<file path="config.mk">
export PLATFORM = sky130hd
export DESIGN_NAME = mem_access_ctrl
export DESIGN_NICKNAME = d
export VERILOG_FILES = /design/src/rtl/mem_access_ctrl.sv
export SDC_FILE = /design/constraint.sdc
export NUM_CORES = 1
export LEC_CHECK = 0
export BUFFER_PORTS_ARGS = -buffer_cell sky130_fd_sc_hd__buf_2
export CORE_ASPECT_RATIO = 1.5
export CORE_MARGIN = 5
export CORE_UTILIZATION = 35
export DETAILED_ROUTE_END_ITERATION = 10
export PLACE_DENSITY_LB_ADDON = 0.05
export SLEW_MARGIN = 20
export SYNTH_ARGS = -nofsm -noshare
export SYNTH_HDL_FRONTEND = slang
export SYNTH_SLANG_ARGS = --single-unit
</file>
<file path="constraint.sdc">
create_clock -name clk -period 3.05 [get_ports clk]
set_input_delay 0.1525 -clock clk [delete_from_list [all_inputs] [get_ports clk]]
set_output_delay 0.1525 -clock clk [all_outputs]
set_load 0.03 [all_outputs]
</file>
<file path="src/rtl/mem_access_ctrl.sv">
// mem_access_ctrl: sequences MEM-stage loads/stores onto an SRAM-like data bus,
// formats store lanes, extends load results, flags misalignment and absorbs
// responses that belong to flushed accesses.
module mem_access_ctrl #(
    parameter bit CHECK_ALIGN = 1'b1
) (
    input  logic        clk,
    input  logic        rst,
    input  logic        mem_en,
    input  logic        mem_wr,
    input  logic [1:0]  mem_length,
    input  logic        mem_signed,
    input  logic [31:0] mem_addr,
    input  logic [31:0] mem_wdata,
    input  logic        pipe_advance,
    input  logic        flush,
    output logic        mem_stall,
    output logic [31:0] load_data,
    output logic        adel,
    output logic        ades,
    output logic        data_req,
    output logic        data_wr,
    output logic [1:0]  data_size,
    output logic [31:0] data_addr,
    output logic [31:0] data_wdata,
    output logic [3:0]  data_wstrb,
    input  logic        data_addr_ok,
    input  logic        data_data_ok,
    input  logic [31:0] data_rdata
);

    typedef enum logic [2:0] {IDLE, REQ, WAIT, DONE, DRAIN} state_t;

    state_t      state, next_state;
    logic        mis, accept;
    logic        sgn_q;
    logic [1:0]  len_q;
    logic [1:0]  fmt_size;
    logic [31:0] fmt_wdata;
    logic [3:0]  fmt_wstrb;
    logic [7:0]  byte_lane;
    logic [15:0] half_lane;
    logic [31:0] ext_data;

    // Misalignment check and request acceptance, both combinational on MEM inputs
    always_comb begin
        mis    = CHECK_ALIGN && ((mem_length == 2'b01 && mem_addr[0]) ||
                                 (mem_length[1] && mem_addr[1:0] != 2'b00));
        adel   = mem_en & ~mem_wr & mis;
        ades   = mem_en & mem_wr & mis;
        accept = (state == IDLE) & mem_en & ~mis & ~flush;
        mem_stall = accept | (state == REQ) | (state == WAIT) | (state == DRAIN);
    end

    // Store lane replication and byte enables; loads carry no strobes
    always_comb begin
        fmt_size  = mem_length[1] ? 2'd2 : {1'b0, mem_length[0]};
        fmt_wdata = mem_length[1] ? mem_wdata :
                    mem_length[0] ? {2{mem_wdata[15:0]}} : {4{mem_wdata[7:0]}};
        fmt_wstrb = ~mem_wr       ? 4'b0000 :
                    mem_length[1] ? 4'b1111 :
                    mem_length[0] ? 4'b0011 << {mem_addr[1], 1'b0} :
                                    4'b0001 << mem_addr[1:0];
    end

    // Load lane selection and extension using the latched address/length/sign
    always_comb begin
        byte_lane = data_addr[1] ? (data_addr[0] ? data_rdata[31:24] : data_rdata[23:16])
                                 : (data_addr[0] ? data_rdata[15:8]  : data_rdata[7:0]);
        half_lane = data_addr[1] ? data_rdata[31:16] : data_rdata[15:0];
        ext_data  = len_q[1] ? data_rdata :
                    len_q[0] ? {{16{sgn_q & half_lane[15]}}, half_lane} :
                               {{24{sgn_q & byte_lane[7]}}, byte_lane};
    end

    // State register
    always_ff @(posedge clk or posedge rst) begin
        if (rst) state <= IDLE;
        else     state <= next_state;
    end

    // Next-state logic; a flush either drops, drains or discards the access in flight
    always_comb begin
        next_state = state;
        case (state)
            IDLE:    next_state = accept ? REQ : IDLE;
            REQ:     next_state = flush ? (data_addr_ok ? DRAIN : IDLE) :
                                  data_addr_ok ? WAIT : REQ;
            WAIT:    next_state = flush ? (data_data_ok ? IDLE : DRAIN) :
                                  data_data_ok ? DONE : WAIT;
            DONE:    next_state = (pipe_advance | flush) ? IDLE : DONE;
            DRAIN:   next_state = data_data_ok ? IDLE : DRAIN;
            default: next_state = IDLE;
        endcase
    end

    // Bus fields latched on acceptance and held until the next one; result captured on data_ok
    always_ff @(posedge clk or posedge rst) begin
        if (rst) begin
            data_req   <= 1'b0;
            data_wr    <= 1'b0;
            data_size  <= 2'd0;
            data_addr  <= 32'd0;
            data_wdata <= 32'd0;
            data_wstrb <= 4'd0;
            load_data  <= 32'd0;
            len_q      <= 2'd0;
            sgn_q      <= 1'b0;
        end else begin
            data_req <= (next_state == REQ);
            if (accept) begin
                data_wr    <= mem_wr;
                data_size  <= fmt_size;
                data_addr  <= mem_addr;
                data_wdata <= fmt_wdata;
                data_wstrb <= fmt_wstrb;
                len_q      <= mem_length;
                sgn_q      <= mem_signed;
            end
            if (state == WAIT && data_data_ok && !flush) load_data <= ext_data;
        end
    end

endmodule

</file>
==> results.json, run 1 <==
{
  "ys_seq_elements": 109,
  "die_w_um": 109,
  "cts.sinks": 109,
  "final.setup.tns_ns": 0,
  "first_pass_iters": 4,
  "final_area_um2": 6760,
  "htree_levels": 3,
  "slew_violations": 0,
  "wirelength_mm": 15.4,
  "synth_nets": 598,
  "fmax_ghz": 0.477,
  "area_delta_synth_final_pct": 30.6,
  "postSynthAreaPerCell_um2": 10.5,
  "start_util_pct": 35.6,
  "diodes": 0,
  "rsz0062_at_grt": "false",
  "cts_root_buffer": "clkbuf_16",
  "hold-worst-slack_ns": -0.0194,
  "nets": 800,
  "criticalPathCategory": "flip-flop to flip-flop",
  "placedInstanceArea_um2": 6370,
  "ant_nets": 0,
  "required_ns": 3.25,
  "synth_warnings": 0,
  "worst_ep_arrival_time_ns": 2.30,
  "first_global_vias": 4618,
  "slew_headroom_pct": 43.2,
  "finalClockSkew_ns": 0.00896,
  "path_clk_slew_ns": 0.08,
  "period_minus_slack_ns": 2.10,
  "cts_resized": 0,
  "violations": "negative hold slack",
  "worst_hold_path_type": "input port to asynchronous set/reset pin",
  "avgViaCountPerCell": 4.89,
  "antenna_found_initial": 1,
  "grt_max_degree": 68,
  "drc": 0,
  "p_leak_uw": 0.00341,
  "synth_cell_types": 37,
  "ios": 214,
  "powerDensity_nw_per_um2": 933,
  "cts_buffers": 9,
  "synth_area_um2": 5170,
  "crit_path_start_kind": "flip-flop",
  "layout-drive-gt1-share_pct": 37.1,
  "cts_tree": "done",
  "grt_pass1_wl_mm": 24.1,
  "clockBufferDepth": 2,
  "routedWlPerCell_um": 17.2,
  "drt-initial-drc-count": 83,
  "dp_hpwl_mm": 11.6,
  "status": "complete, but fails checks",
  "row_count": 54,
  "vias": 4373,
  "dieHeight_um": 159,
  "finalHoldViolCount": 16,
  "finalSetupViolations": 0,
  "grt_overflow": 0,
  "die-area_um2": 17400,
  "cp-end-kind": "flip-flop",
  "core_um2": 14500,
  "clock_latency_ns": 0.34,
  "port_buffers": 213,
  "drv_cap": 0,
  "cp_max_fo": 28,
  "syn_inst": 491,
  "post-route-period-util_pct": 68.8,
  "gp_congestion": 0.889,
  "worst_slew_pin_slew_ns": 0.852,
  "irDropWorstVdd_mv": 0.358,
  "ys_seq_area_share_pct": 52.7,
  "grtUsageTotal_pct": 17.7
}
[placed cells by master (no fill, tap or decap), types with 3 or more instances in the layout]
master / netlist / routed
and2_1: 7 / 7
a21o_1: 8 / 8
o21ai_1: 10 / 10
nor2_1: 33 / 33
buf_4: 4 / 6
nand2_1: 66 / 66
o31ai_1: 17 / 17
inv_1: 13 / 12
inv_6: 0 / 3
buf_2: 15 / 213
mux2_4: 7 / 7
mux2i_1: 12 / 12
and3_1: 3 / 3
dlygate4sd3_1: 0 / 7
mux2_1: 36 / 36
a31o_2: 7 / 7
a211oi_1: 8 / 8
dfrtp_1: 109 / 109
nor2b_1: 33 / 33
clkbuf_16: 0 / 9
a221oi_1: 8 / 8
nand3_1: 8 / 8
a21oi_1: 37 / 37
o21ai_0: 18 / 18
[metrics by stage]
stage / utilization, % / total power [µW] / worst slack [ns] / std cells
floorplan: - / 4200 / 0.0236 / 491
global placement: 43.9 / 5080 / 1.04 / 871
detailed placement: 43.9 / 5120 / 0.951 / 871
CTS: 46.5 / 6410 / 0.931 / 894
global route: 46.5 / 6680 / 0.687 / 894
finish: 46.5 / 6300 / 0.952 / 894
[flip-flops by register name (all words and copies together) (netlist names)]
signal / count
data_addr: 32
data_wdata: 32
load_data: 32
data_wstrb: 4
state: 3
data_size: 2
data_req: 1
data_wr: 1
len_q: 1
sgn_q: 1
[layer usage]
metal / part of all wire (%) / track usage (%) / up-vias
li1: - / - / 2097
met1: 37 / 20.0 / 2108
met2: 53 / 31.7 / 148
met3: 7.9 / 4.91 / 18
met4: 1.8 / 5.73 / 2
met5: 0.045 / 0 / -
[report_power, final]
| part | internal (µW) | total [µW] | switching, µW | leakage [µW] |
|---|---|---|---|---|
| clock network | 677 | 1250 | 570 | 0.000156 |
| logic | 868 | 2700 | 1840 | 0.00191 |
| registers | 1970 | 2350 | 373 | 0.00134 |
[layout make-up]
| type | count | area, µm² |
|---|---|---|
| Timing Repair Buffer | 228 | 1220 |
| Tap cell | 196 | 245 |
| Multi-Input combinational cell | 332 | 2190 |
| Fill cell | 1441 | 7770 |
| Clock inverter | 6 | 76.3 |
| Inverter | 13 | 51.3 |
| Clock buffer | 10 | 239 |
| Sequential cell | 109 | 2730 |
[cell usage after synthesis]
| cell | instances | area share (%) |
|---|---|---|
| mux2_2 | 1 | 0.22 |
| clkbuf_1 | 12 | 0.87 |
| a31o_2 | 7 | 1.2 |
| a221oi_1 | 8 | 1.4 |
| o31ai_1 | 17 | 2.5 |
| dfrtp_1 | 109 | 53 |
| mux2_1 | 36 | 7.8 |
| buf_4 | 4 | 0.58 |
| nand3_2 | 1 | 0.19 |
| nand3_1 | 8 | 0.77 |
| a21oi_1 | 37 | 3.6 |
| and2_1 | 7 | 0.85 |
| nand2_1 | 66 | 4.8 |
| nor2_1 | 33 | 2.4 |
| inv_1 | 13 | 0.94 |
| nand2b_1 | 1 | 0.12 |
| nor3_4 | 1 | 0.31 |
| a21o_1 | 8 | 1.2 |
| nor4_1 | 1 | 0.12 |
| nor2b_1 | 33 | 4.0 |
| o2111ai_4 | 1 | 0.51 |
| a31oi_4 | 2 | 0.82 |
| buf_2 | 15 | 1.5 |
| mux2i_1 | 12 | 2.3 |
| mux4_2 | 1 | 0.44 |
| o21ai_0 | 18 | 1.7 |
| o21ai_1 | 10 | 0.97 |
| mux2_4 | 7 | 2.0 |
| a21boi_0 | 1 | 0.15 |
| and3_1 | 3 | 0.36 |
| o211ai_1 | 1 | 0.15 |
| a211oi_1 | 8 | 1.2 |
| xor2_1 | 1 | 0.17 |
| or4_1 | 1 | 0.15 |
| buf_6 | 4 | 0.87 |
| buf_1 | 2 | 0.15 |
| a31oi_1 | 1 | 0.12 |
[final timing paths]
kind,slack (ns),depth (start not counted),end,start
max in group asynchronous,2.31,3,data_size[1]$_DFFE_PP0P_,rst
min reg2reg,0.47,1,load_data[8]$_DFFE_PP0P_,load_data[8]$_DFFE_PP0P_
max reg2reg,0.95,4,load_data[22]$_DFFE_PP0P_,data_addr[1]$_DFFE_PP0P_
max,0.95,4,load_data[22]$_DFFE_PP0P_,data_addr[1]$_DFFE_PP0P_
min in group clk,0.02,2,data_addr[28]$_DFFE_PP0P_,mem_addr[28]
min,-0.02,2,data_addr[11]$_DFFE_PP0P_,rst
[what timing repair did]
item | 4_1_cts | 5_1_grt
hold buffers | 7 | 0
setup buffers | 0 | 0
endpoints found under the hold margin | 7 | 0
[critical path: stages, from the launching register on]
cell and delay [ns]:
dfrtp_1 0.88, mux2i_1 0.32, mux2i_1 0.16, a31oi_4 0.46
a21oi_1 0.13
[logic make-up after synthesis]
family,count (synthesis),share of synthesized area [%]
buffers and inverters,50,4.86
XOR/XNOR,1,0.169
AND/OR/NAND/NOR,155,14.1
flip-flops,109,52.7
multiplexers,57,12.8
AO/OA/AOI/OAI,119,15.4
No activity file was read; power rests on OpenSTA's default activity.
==> run 2, diff against run 1 <==
==> constraint.sdc (replaced) <==
create_clock -name clk -period 2.1 [get_ports clk]
set_input_delay 0.105 -clock clk [delete_from_list [all_inputs] [get_ports clk]]
set_output_delay 0.105 -clock clk [all_outputs]
set_load 0.03 [all_outputs]
==> results.json, run 2 (same netlist as run 1, synthesis figures left out) <==
{
  "status": "finished clean",
  "holdCritStartpoint": "data_rdata[30]",
  "gp_congestion": 0.894,
  "cts_root_buffer": "clkbuf_16",
  "cp_max_fo": 66,
  "worst_path_largest_cell_delay_ns": 0.49,
  "ios": 214,
  "drv_cap": 0,
  "nets": 835,
  "finalSetupViolations": 0,
  "p_int_uw": 5170,
  "fmax_ghz": 0.509,
  "crit_path_start_kind": "flip-flop",
  "powerDensity_nw_per_um2": 1290,
  "required_ns": 2.00,
  "criticalPathCategory": "flip-flop to output port",
  "postCtsSetupBuffers": 0,
  "clock_latency_ns": 0.34,
  "critical-path-top-delay-family": "flip-flops",
  "first_pass_iters": 4,
  "startpoint": "state[0]$_DFF_PP0_",
  "final.setup.tns_ns": 0,
  "rr_startpoint": "state[0]$_DFF_PP0_",
  "path_clk_slew_ns": 0.07,
  "slew_violations": 0,
  "grtUsageTotal_pct": 17.8,
  "core_um2": 14500,
  "vias": 4476,
  "worst_slew_pin_slew_ns": 0.583,
  "cts.sinks": 109,
  "rrSetupSlack_ns": 0.30,
  "first_global_vias": 4656,
  "path_buf_inv": 2,
  "post-route-period-util_pct": 93.6,
  "antenna_found_initial": 1,
  "p_clk_share_pct": 19.0,
  "crit_chain": "nor3_4 -> o2111ai_4 -> buf_12 -> nand2_1 -> buf_2",
  "final_cell_mix": "buf_2, dfrtp_1, nand2_1",
  "worst_hold_path_type": "input port to flip-flop",
  "crit_slowest_cell": "dfrtp_1",
  "avgViaCountPerCell": 4.81,
  "p_sw_uw": 4000,
  "final_common_cell": "buf_2",
  "port_buffers": 213,
  "area_delta_synth_final_pct": 37.0,
  "htree_levels": 3,
  "grt_pass1_wl_mm": 24.2,
  "largestRegisters": "data_addr x32, data_wdata x32, load_data x32",
  "n_fill_cell": 1451,
  "row_count": 54,
  "start_util_pct": 35.6,
  "p_seq_share_pct": 36.6,
  "layout-drive-gt1-share_pct": 36.7,
  "drt-initial-drc-count": 147,
  "cts_tree": "done",
  "dieHeight_um": 159,
  "die-area_um2": 17400,
  "rsz0062_at_grt": "false",
  "finalClockSkew_ns": 0.00676,
  "grt_max_degree": 67,
  "ant_nets": 0,
  "slew_headroom_pct": 61.1,
  "pwr-share-comb_pct": 44.4,
  "period_minus_slack_ns": 1.97,
  "finalHoldViolCount": 0,
  "p_leak_uw": 0.00355,
  "clockBufferDepth": 2,
  "dp_hpwl_mm": 12.0,
  "drc": 0,
  "wirelength_mm": 15.5,
  "grt_overflow": 0,
  "die_w_um": 109,
  "routedWlPerCell_um": 16.7,
  "worst_ep_arrival_time_ns": 1.86,
  "swShare_pct": 43.6,
  "post-route-util_pct": 48.8,
  "cp-end-kind": "output port",
  "irDropWorstVdd_mv": 0.537,
  "cts_buffers": 9
}
-- run 2: changes by cell type in the layout (fill, tap and decap cells not counted) --
cell / delta
dlygate4sd3_1: +25
inv_4: -1
inv_6: -1
diode_2: +1
clkinvlp_4: +2
inv_8: -1
clkinv_2: +1
buf_4: +9
buf_12: +1
-- run 2: power groups by stage --
stage | logic [µW] | registers (µW) | clock network [µW]
global placement | 4050 | 3380 | 0
global route | 4370 | 3480 | 1890
floorplan | 1290 | 4820 | 0
detailed placement | 4080 | 3410 | 0
finish | 4070 | 3360 | 1750
CTS | 4130 | 3380 | 1820
-- run 2: through the flow --
| step | total power (µW) | setup WS (ns) | cells | hold WS, ns | cell area [µm²] |
|---|---|---|---|---|---|
| after floorplan | 6110 | 0.315 | 491 | 0.187 | 5180 |
| after global placement | 7430 | 0.370 | 881 | 0.209 | 6460 |
| after detailed placement | 7490 | 0.336 | 881 | 0.199 | 6460 |
| after CTS | 9330 | 0.104 | 929 | 0.000684 | 7090 |
| after global routing | 9730 | 0.0419 | 930 | 0.0113 | 7090 |
| final | 9170 | 0.135 | 930 | 0.0138 | 7090 |
-- run 2: repair_timing --
action                                 CTS  global route
endpoints found under the hold margin   52             0
resized for setup                        0             0
hold buffers                            32             0
-- run 2: routing by layer --
layer / global-route usage (%) / up-vias / routed length (µm) / part of all wire (%)
met5: 0 / - / 0 / 0
met4: 5.96 / 0 / 343 / 2.2
met3: 4.67 / 20 / 1190 / 7.6
met2: 31.7 / 144 / 8130 / 52
met1: 20.2 / 2150 / 5870 / 38
li1: - / 2162 / - / -
-- run 2: worst paths after layout --
check | end | cells after the start
max | mem_stall | 5
min | load_data[30]$_DFFE_PP0P_ | 3
max reg2reg | data_addr[21]$_DFFE_PP0P_ | 4
min reg2reg | data_wdata[29]$_DFFE_PP0P_ | 2
max in group asynchronous | data_wdata[24]$_DFFE_PP0P_ | 4
min in group asynchronous | data_addr[18]$_DFFE_PP0P_ | 3
-- run 2: final cells by class --
class                   count  area, µm²  area share (%)
repair buffers            263       1560            22.0
flip-flops and latches    109       2730            38.5
well taps                 196        245            3.46
diodes                      1       2.50          0.0353
clock buffers              10        239            3.37
inverters                  13       52.6           0.741
multi-input cells         332       2190            31.0
clock inverters             6       68.8           0.971
-- run 2: worst min-delay path, cell delays in order --
cell and delay (ns):
buf_2 0.10, nand2_1 0.05, a21oi_1 0.05
